$ cat config.mk
export PLATFORM = sky130hd
export DESIGN_NAME = sram_word_controller_flat
export DESIGN_NICKNAME = d
export VERILOG_FILES = /design/src/rtl/sram_word_controller_if.sv /design/src/rtl/sram_word_controller.sv /design/src/flat_wrapper.sv
export SDC_FILE = /design/constraint.sdc
export NUM_CORES = 1
export LEC_CHECK = 0
export CORE_ASPECT_RATIO = 1.25
export CORE_MARGIN = 10
export CORE_UTILIZATION = 53
export CTS_BUF_LIST = sky130_fd_sc_hd__clkbuf_4 sky130_fd_sc_hd__clkbuf_8
export CTS_CLUSTER_DIAMETER = 150
export CTS_CLUSTER_SIZE = 12
export DETAILED_ROUTE_END_ITERATION = 8
export GPL_TIMING_DRIVEN = 0
export MAX_ROUTING_LAYER = met4
export PLACE_DENSITY = 0.86
export SLEW_MARGIN = 10
export SYNTH_ARGS = -nofsm -noshare
export SYNTH_HDL_FRONTEND = slang
export SYNTH_SLANG_ARGS = --single-unit
$ cat constraint.sdc
create_clock -name clk -period 3.9 [get_ports clk]
set_input_delay 1.17 -clock clk [delete_from_list [all_inputs] [get_ports clk]]
set_output_delay 1.17 -clock clk [all_outputs]
set_load 0.05 [all_outputs]
$ cat src/rtl/sram_word_controller_if.sv
// Pipeline-side word bus and SRAM pin bundle for the word controller.
// slave = controller view, master = pipeline/pad-ring view.
interface sram_word_controller_if #(
  parameter int SRAM_ADDR_W = 18
);
  logic                   mem_read;
  logic                   mem_write;
  logic [31:0]            addr;
  logic [31:0]            wdata;
  logic [31:0]            rdata;
  logic                   ready;
  logic [SRAM_ADDR_W-1:0] sram_addr;
  logic [15:0]            sram_dq_o;
  logic [15:0]            sram_dq_i;
  logic                   sram_dq_oe;
  logic                   sram_we_n;
  logic                   sram_oe_n;

  modport slave (
    input  mem_read, mem_write, addr, wdata, sram_dq_i,
    output rdata, ready, sram_addr, sram_dq_o, sram_dq_oe, sram_we_n, sram_oe_n
  );

  modport master (
    output mem_read, mem_write, addr, wdata, sram_dq_i,
    input  rdata, ready, sram_addr, sram_dq_o, sram_dq_oe, sram_we_n, sram_oe_n
  );
endinterface

$ cat src/rtl/sram_word_controller.sv
// Splits 32-bit MEM-stage accesses into low/high half-word phases on a
// 16-bit asynchronous SRAM, freezing the pipeline via ready while busy.
//
// state | meaning
// IDLE  | waiting for mem_read/mem_write; ready follows the request
// LOW   | low half-word phase, WAIT_CYCLES long
// HIGH  | high half-word phase, WAIT_CYCLES long
// DONE  | one cycle with ready=1 so the pipeline advances; no re-accept
module sram_word_controller #(
  parameter int SRAM_ADDR_W = 18,
  parameter int WAIT_CYCLES = 2
) (
  input logic                   clk,
  input logic                   rst_n,
  sram_word_controller_if.slave bus
);

  localparam int CNT_W = (WAIT_CYCLES > 1) ? $clog2(WAIT_CYCLES) : 1;
  localparam logic [CNT_W-1:0] CNT_LAST = CNT_W'(WAIT_CYCLES - 1);

  typedef enum logic [1:0] {
    S_IDLE,
    S_LOW,
    S_HIGH,
    S_DONE
  } state_t;

  state_t                 state_q;
  logic                   op_q;
  logic [SRAM_ADDR_W-2:0] word_idx_q;
  logic [31:0]            wbuf_q;
  logic [CNT_W-1:0]       cnt_q;
  logic [31:0]            rdata_q;
  logic [SRAM_ADDR_W-1:0] sram_addr_q;
  logic [15:0]            sram_dq_o_q;
  logic                   sram_dq_oe_q;
  logic                   sram_we_n_q;
  logic                   sram_oe_n_q;

  logic                   req;
  logic [SRAM_ADDR_W-2:0] req_idx;

  assign req     = bus.mem_read | bus.mem_write;
  assign req_idx = bus.addr[SRAM_ADDR_W:2];

  // Only IDLE looks at the live request; DONE releases the freeze for one edge.
  assign bus.ready      = (state_q == S_IDLE) ? !req : (state_q == S_DONE);
  assign bus.rdata      = rdata_q;
  assign bus.sram_addr  = sram_addr_q;
  assign bus.sram_dq_o  = sram_dq_o_q;
  assign bus.sram_dq_oe = sram_dq_oe_q;
  assign bus.sram_we_n  = sram_we_n_q;
  assign bus.sram_oe_n  = sram_oe_n_q;

  always_ff @(posedge clk or negedge rst_n) begin
    if (!rst_n) begin
      state_q      <= S_IDLE;
      op_q         <= 1'b0;
      word_idx_q   <= '0;
      wbuf_q       <= '0;
      cnt_q        <= '0;
      rdata_q      <= '0;
      sram_addr_q  <= '0;
      sram_dq_o_q  <= '0;
      sram_dq_oe_q <= 1'b0;
      sram_we_n_q  <= 1'b1;
      sram_oe_n_q  <= 1'b1;
    end else begin
      case (state_q)
        S_IDLE: begin
          if (req) begin
            // Pin outputs are loaded here so they are valid in the first LOW cycle.
            op_q         <= bus.mem_write;
            word_idx_q   <= req_idx;
            wbuf_q       <= bus.wdata;
            cnt_q        <= '0;
            state_q      <= S_LOW;
            sram_addr_q  <= {req_idx, 1'b0};
            sram_dq_o_q  <= bus.mem_write ? bus.wdata[15:0] : 16'h0;
            sram_dq_oe_q <= bus.mem_write;
            sram_we_n_q  <= !bus.mem_write;
            sram_oe_n_q  <= bus.mem_write;
          end
        end
        S_LOW: begin
          if (cnt_q == CNT_LAST) begin
            cnt_q       <= '0;
            state_q     <= S_HIGH;
            sram_addr_q <= {word_idx_q, 1'b1};
            sram_dq_o_q <= op_q ? wbuf_q[31:16] : 16'h0;
            if (!op_q) rdata_q[15:0] <= bus.sram_dq_i;
          end else begin
            cnt_q       <= cnt_q + 1'b1;
            sram_dq_o_q <= op_q ? wbuf_q[15:0] : 16'h0;
          end
        end
        S_HIGH: begin
          if (cnt_q == CNT_LAST) begin
            cnt_q        <= '0;
            state_q      <= S_DONE;
            sram_addr_q  <= '0;
            sram_dq_o_q  <= '0;
            sram_dq_oe_q <= 1'b0;
            sram_we_n_q  <= 1'b1;
            sram_oe_n_q  <= 1'b1;
            if (!op_q) rdata_q[31:16] <= bus.sram_dq_i;
          end else begin
            cnt_q       <= cnt_q + 1'b1;
            sram_dq_o_q <= op_q ? wbuf_q[31:16] : 16'h0;
          end
        end
        S_DONE: begin
          state_q <= S_IDLE;
        end
        default: begin
          state_q <= S_IDLE;
        end
      endcase
    end
  end

endmodule

$ cat src/flat_wrapper.sv
// flat-port wrapper written by rule: the top's interface ports become plain ports
module sram_word_controller_flat 
#(
  parameter int SRAM_ADDR_W = 18,
  parameter int WAIT_CYCLES = 2
)
  (clk, rst_n, bus_mem_read, bus_mem_write, bus_addr, bus_wdata, bus_sram_dq_i, bus_rdata, bus_ready, bus_sram_addr, bus_sram_dq_o, bus_sram_dq_oe, bus_sram_we_n, bus_sram_oe_n);
  sram_word_controller_if #(.SRAM_ADDR_W(SRAM_ADDR_W)) bus_i ();
  input logic clk;
  input logic rst_n;
  input wire logic [$bits(bus_i.mem_read)-1:0] bus_mem_read;
  input wire logic [$bits(bus_i.mem_write)-1:0] bus_mem_write;
  input wire logic [$bits(bus_i.addr)-1:0] bus_addr;
  input wire logic [$bits(bus_i.wdata)-1:0] bus_wdata;
  input wire logic [$bits(bus_i.sram_dq_i)-1:0] bus_sram_dq_i;
  output wire logic [$bits(bus_i.rdata)-1:0] bus_rdata;
  output wire logic [$bits(bus_i.ready)-1:0] bus_ready;
  output wire logic [$bits(bus_i.sram_addr)-1:0] bus_sram_addr;
  output wire logic [$bits(bus_i.sram_dq_o)-1:0] bus_sram_dq_o;
  output wire logic [$bits(bus_i.sram_dq_oe)-1:0] bus_sram_dq_oe;
  output wire logic [$bits(bus_i.sram_we_n)-1:0] bus_sram_we_n;
  output wire logic [$bits(bus_i.sram_oe_n)-1:0] bus_sram_oe_n;
  assign bus_i.mem_read = bus_mem_read;
  assign bus_i.mem_write = bus_mem_write;
  assign bus_i.addr = bus_addr;
  assign bus_i.wdata = bus_wdata;
  assign bus_i.sram_dq_i = bus_sram_dq_i;
  assign bus_rdata = bus_i.rdata;
  assign bus_ready = bus_i.ready;
  assign bus_sram_addr = bus_i.sram_addr;
  assign bus_sram_dq_o = bus_i.sram_dq_o;
  assign bus_sram_dq_oe = bus_i.sram_dq_oe;
  assign bus_sram_we_n = bus_i.sram_we_n;
  assign bus_sram_oe_n = bus_i.sram_oe_n;
  sram_word_controller #(.SRAM_ADDR_W(SRAM_ADDR_W), .WAIT_CYCLES(WAIT_CYCLES)) u_core (.clk(clk), .rst_n(rst_n), .bus(bus_i));
endmodule
# Word level (Yosys, flattened, before mapping)
# Index checks and enable logic that the tools add are counted.
# totals
output_inout_bits	70
word_cells	62
reg_bits	122
in_bits	84
# classes
n_addsub	1
muxes	26
n_reduce_logical	15
n_eq_ne	6
n_bitwise	2
# ops
cell	count
2-to-1 mux 16 bit	6
2-to-1 mux 18 bit	3
one-hot mux 18 bit (3 select lines)	1
one-hot mux 16 bit (3 select lines)	1
AND reduction 3 bit	4
one-hot mux 1 bit (2 select lines)	4
one-hot mux 2 bit (4 select lines)	1
2-to-1 mux 1 bit	7
2-to-1 mux 2 bit	3
inequality test 2 x 1 -> 1 bit, second input constant	3
AND reduction 2 bit	3
equality test 2 bit, second input constant	2
AND reduction 4 bit	1
nonzero test 2 bit	2
nonzero test 3 bit	1
equality test 2 x 1 -> 1 bit, second input constant	1
zero test 1 bit	2
zero test 2 bit	1
OR reduction 2 bit	1
adder 1 bit, second input constant	1
NOT 1 bit	1
OR 1 bit	1

# Logic depth before layout (Yosys ltp)
# depth
depth_word	4
ltp_mapped	7
mapped_depth_nobuf	5

# Worst setup path after synthesis
# OpenSTA, ideal clock, no wires.
# synth_path
path_kind	in2out
from	input port bus_mem_write
to	output port bus_ready
path_slack_ns	0.624
t_required_ns	2.730
n_path_buf	1
cell_stages	3
t_arrival_ns	2.106
cell_sequence	o21ai_1 > buf_2 > o21a_1
# synth_via
elab_chain_len	3
# synth_lines
element	line_no	rtl
start, declared	flat_wrapper.sv:12	input wire logic [$bits(bus_i.mem_write)-1:0] bus_mem_write;
OR 1 bit	sram_word_controller.sv:43	assign req = bus.mem_read | bus.mem_write;
zero test 1 bit	sram_word_controller.sv:47	assign bus.ready = (state_q == S_IDLE) ? !req : (state_q == S_DONE);
2-to-1 mux 1 bit	sram_word_controller.sv:47	
end, declared	flat_wrapper.sv:17	output wire logic [$bits(bus_i.ready)-1:0] bus_ready;
# Every way passes these cells.

# Final worst setup path
# layout_path
from	input port bus_mem_read
to	output port bus_ready
# layout_via
elab_chain_len	3
# layout_lines
element	line_no	rtl
start, declared	flat_wrapper.sv:11	input wire logic [$bits(bus_i.mem_read)-1:0] bus_mem_read;
OR 1 bit	sram_word_controller.sv:43	
zero test 1 bit	sram_word_controller.sv:47	
2-to-1 mux 1 bit	sram_word_controller.sv:47	
# Every way passes these cells.

==> reports/results.ini <==
[timing]
setup_viol=0
worst_slack_ns=0.144
fin_tns_setup_ns=0
fin_crit_sh_pct=96.3
clock_skew_ns=0.0105
fin_crit_ns=3.76
relSlewSlack_pct=62.4
rsz0062_at_grt=no
tightest_slew_ns=0.565
maxSlewViolCount=0
finalHoldViolCount=0
max_freq_mhz=266

[route]
routedWlPerCell_um=20.1
drt_iter0_drc=220
antenna_left=0
vias_per_cell=5.63
wl_mm=14.5
drc_errors=0
dr.pass1.iters=5
vias=4057

[layout]
syn_to_final_growth_pct=36.4
drive_gt1_share_pct=24.7
fin_nets=669
antenna_cells=0

[critical_path]
startpoint_type=input pin
required_ns=2.73
endpoint_kind=output port
worstPathArrival_ns=2.59
startpoint=bus_mem_read
critPathBufInv=3
path_cells=clkdlybuf4s50_1, o21ai_4, buf_4, o21a_1, buf_2
critPathKind=input pin to output port
worstPathMaxFanout=10
rr_startpoint=u_core.state_q[0]
crit_slowest_cell=clkdlybuf4s50_1
crit_family=buffers and inverters
cpPeakStageDelay_ns=0.50

[floorplanning]
die_h_um=133
chipWidth_um=111
ioPinCount=154
fp-row-count=41
initial_core_util_pct=54.1
coreArea_mm2=0.0101
die_area_mm2=0.0147

[synth]
synth_warnings=0
synth_compound_area_share_pct=12.5
synth_area_leaders=dfrtp_1, mux2_2, mux2i_1, a211o_1, a221oi_1
synth-adder-area-share_pct=1.38
yosys.area.top_type=dfrtp_1
synth_xor_area_share_pct=0
synth.top_cell.area_share_pct=55.2
synth_top_family_by_area=multiplexers
avgSynthCellArea_um2=12.9
netlist_area_mm2=0.00544
synth_simple_gate_area_share_pct=4.97
muxShareOfSynthArea_pct=20.9
yosysSeqAreaShare_pct=56.1
ys_types=30
synth_seq_cells=122
synth_nets=511
syn_inst=421

[pwr]
power.density_mw_per_mm2=1060
totalPowerFinal_uw=7870
max-vdd-ir-drop_uv=627
leakagePower_uw=0.00319

[place]
gp_congestion=0.803
hpwl_mm=10.5
dp_slack_ns=-0.784
io_buffers=138

[clocking]
worstSkewPairLatency_ns=0.44
clkTransAtPathRegs_ns=0.07
cts_buffer_depth=2
post_cts_buffers=0
numCtsBuffers=17
hold_buffers=0
htree_levels=4
cts_tree=built
clock_sinks=122
clockRootBuffer=clkbuf_8

[grt]
grt_overflow=0
grt_start_max_net_pins=75
grt_pass1_vias=4431
grt_antenna_before_repair=0
grtUsageTotal_pct=20.2
grt_first_pass_wirelength_mm=23.5

[worst_hold_path]
min_path_type=flip-flop to flip-flop
min_from=u_core.bus.sram_oe_n

[flow_run]
maxCapViolCount=0

[outcome]
status=finished, final reports clean

worst reg2reg max path, stage by stage, from the launching register on:
cell,delay (ns)
dfrtp_1,0.41
inv_1,0.12
ha_1,0.35
clkbuf_1,0.41
clkbuf_1,0.49
nor2b_1,0.12
a21oi_1,0.16
mux2i_1,0.09
synth_stat cells, drive strengths merged:
master,count
buf,20
o21ba,1
a21oi,18
clkbuf,11
o21a,1
a211o,16
o31ai,2
nor2b,19
nand2,22
and2,1
dfrtp,120
ha,6
and2b,1
inv,19
nor3,2
a211oi,16
a221oi,16
nor3b,1
a2bb2oi,16
or2,1
mux2,85
dfstp,2
mux2i,18
nor2,3
nand2b,1
o21ai,3
cells by family (layout without fill, tap and decap cells):
group | count (synthesis) | count (layout)
and+or+nand+nor | 51 | 51
AOI/OAI and AO/OA | 89 | 89
muxes | 103 | 103
adders and majority gates | 6 | 6
DFF | 122 | 122
buffers and inverters | 50 | 220
final cells by class:
| type | count | area (um2) |
|---|---|---|
| clock buffers | 23 | 304 |
| well taps | 129 | 161 |
| plain buffers | 31 | 158 |
| multi-input cells | 249 | 2170 |
| repair buffers | 139 | 1410 |
| clock inverters | 8 | 92.6 |
| fillers | 684 | 2630 |
| flip-flops and latches | 122 | 3060 |
| inverters | 19 | 71.3 |
power breakdown:
part,switching (uW),internal [uW]
Sequential,368,1930
Combinational,2670,1780
Clock,475,640
stage by stage:
step           instance area, um2  hold slack [ns]  std cells  util, %
3_3_place_gp                 6990            0.479        688     69.5
5_1_grt                      7420            0.516        720     73.8
6_report                     7420            0.499        720     73.8
2_1_floorplan                5440            0.460        421        -
4_1_cts                      7420            0.505        720     73.8
3_5_place_dp                 7010            0.492        689     69.8
cells in the final DEF, fill, tap and decap left out, types with 2 or more instances in the layout:
cell type and instances:
a211o_1 16, a211oi_1 16, a21oi_1 18, a221oi_1 16, a2bb2oi_1 16, buf_2 16
buf_4 4, buf_6 2, bufinv_16 2, clkbuf_1 11, clkbuf_4 2, clkbuf_8 21
clkdlybuf4s50_1 135, clkinv_2 5, dfrtp_1 120, dfstp_2 2, ha_1 6, inv_1 19
mux2_2 85, mux2i_1 18, nand2_1 22, nor2_1 2, nor2b_1 19, nor3_1 2
o21ai_0 2, o31ai_1 2
sequential cells by signal (all words and copies together) (netlist names):
signal                 flops
u_core.op_q                1
u_core.bus.sram_dq_oe      1
u_core.bus.rdata          32
u_core.state_q             2
u_core.bus.sram_dq_o      16
u_core.bus.sram_we_n       1
u_core.word_idx_q         17
u_core.bus.sram_addr      18
u_core.cnt_q               1
u_core.bus.sram_oe_n       1
u_core.wbuf_q             32
layer usage:
metal	vias up	global-route usage (%)	routed length, um	part of all wire [%]
met5	-	-	0	0
met4	0	7.83	328	2.3
met3	27	5.48	815	5.6
met2	169	33.5	7360	51
met1	2012	22.8	5960	41
li1	1849	-	-	-
path summary, 6_finish.rpt:
path	end	slack, ns	cells past startpoint
worst max-delay path	bus_ready	0.14	5
worst min-delay path	u_core.bus.sram_oe_n	0.50	2
worst max register to register	u_core.bus.sram_addr[16]	1.65	7
worst min register to register	u_core.bus.sram_oe_n	0.50	2
max in group asynchronous	u_core.bus.sram_we_n	2.51	2
min in group asynchronous	u_core.bus.sram_addr[4]	0.66	1
what timing repair did:
item,in CTS,in global routing
setup endpoints to repair,1,1
gates resized for setup,8,1
hold endpoints to repair,0,0
No activity file was read; power rests on OpenSTA's default activity.
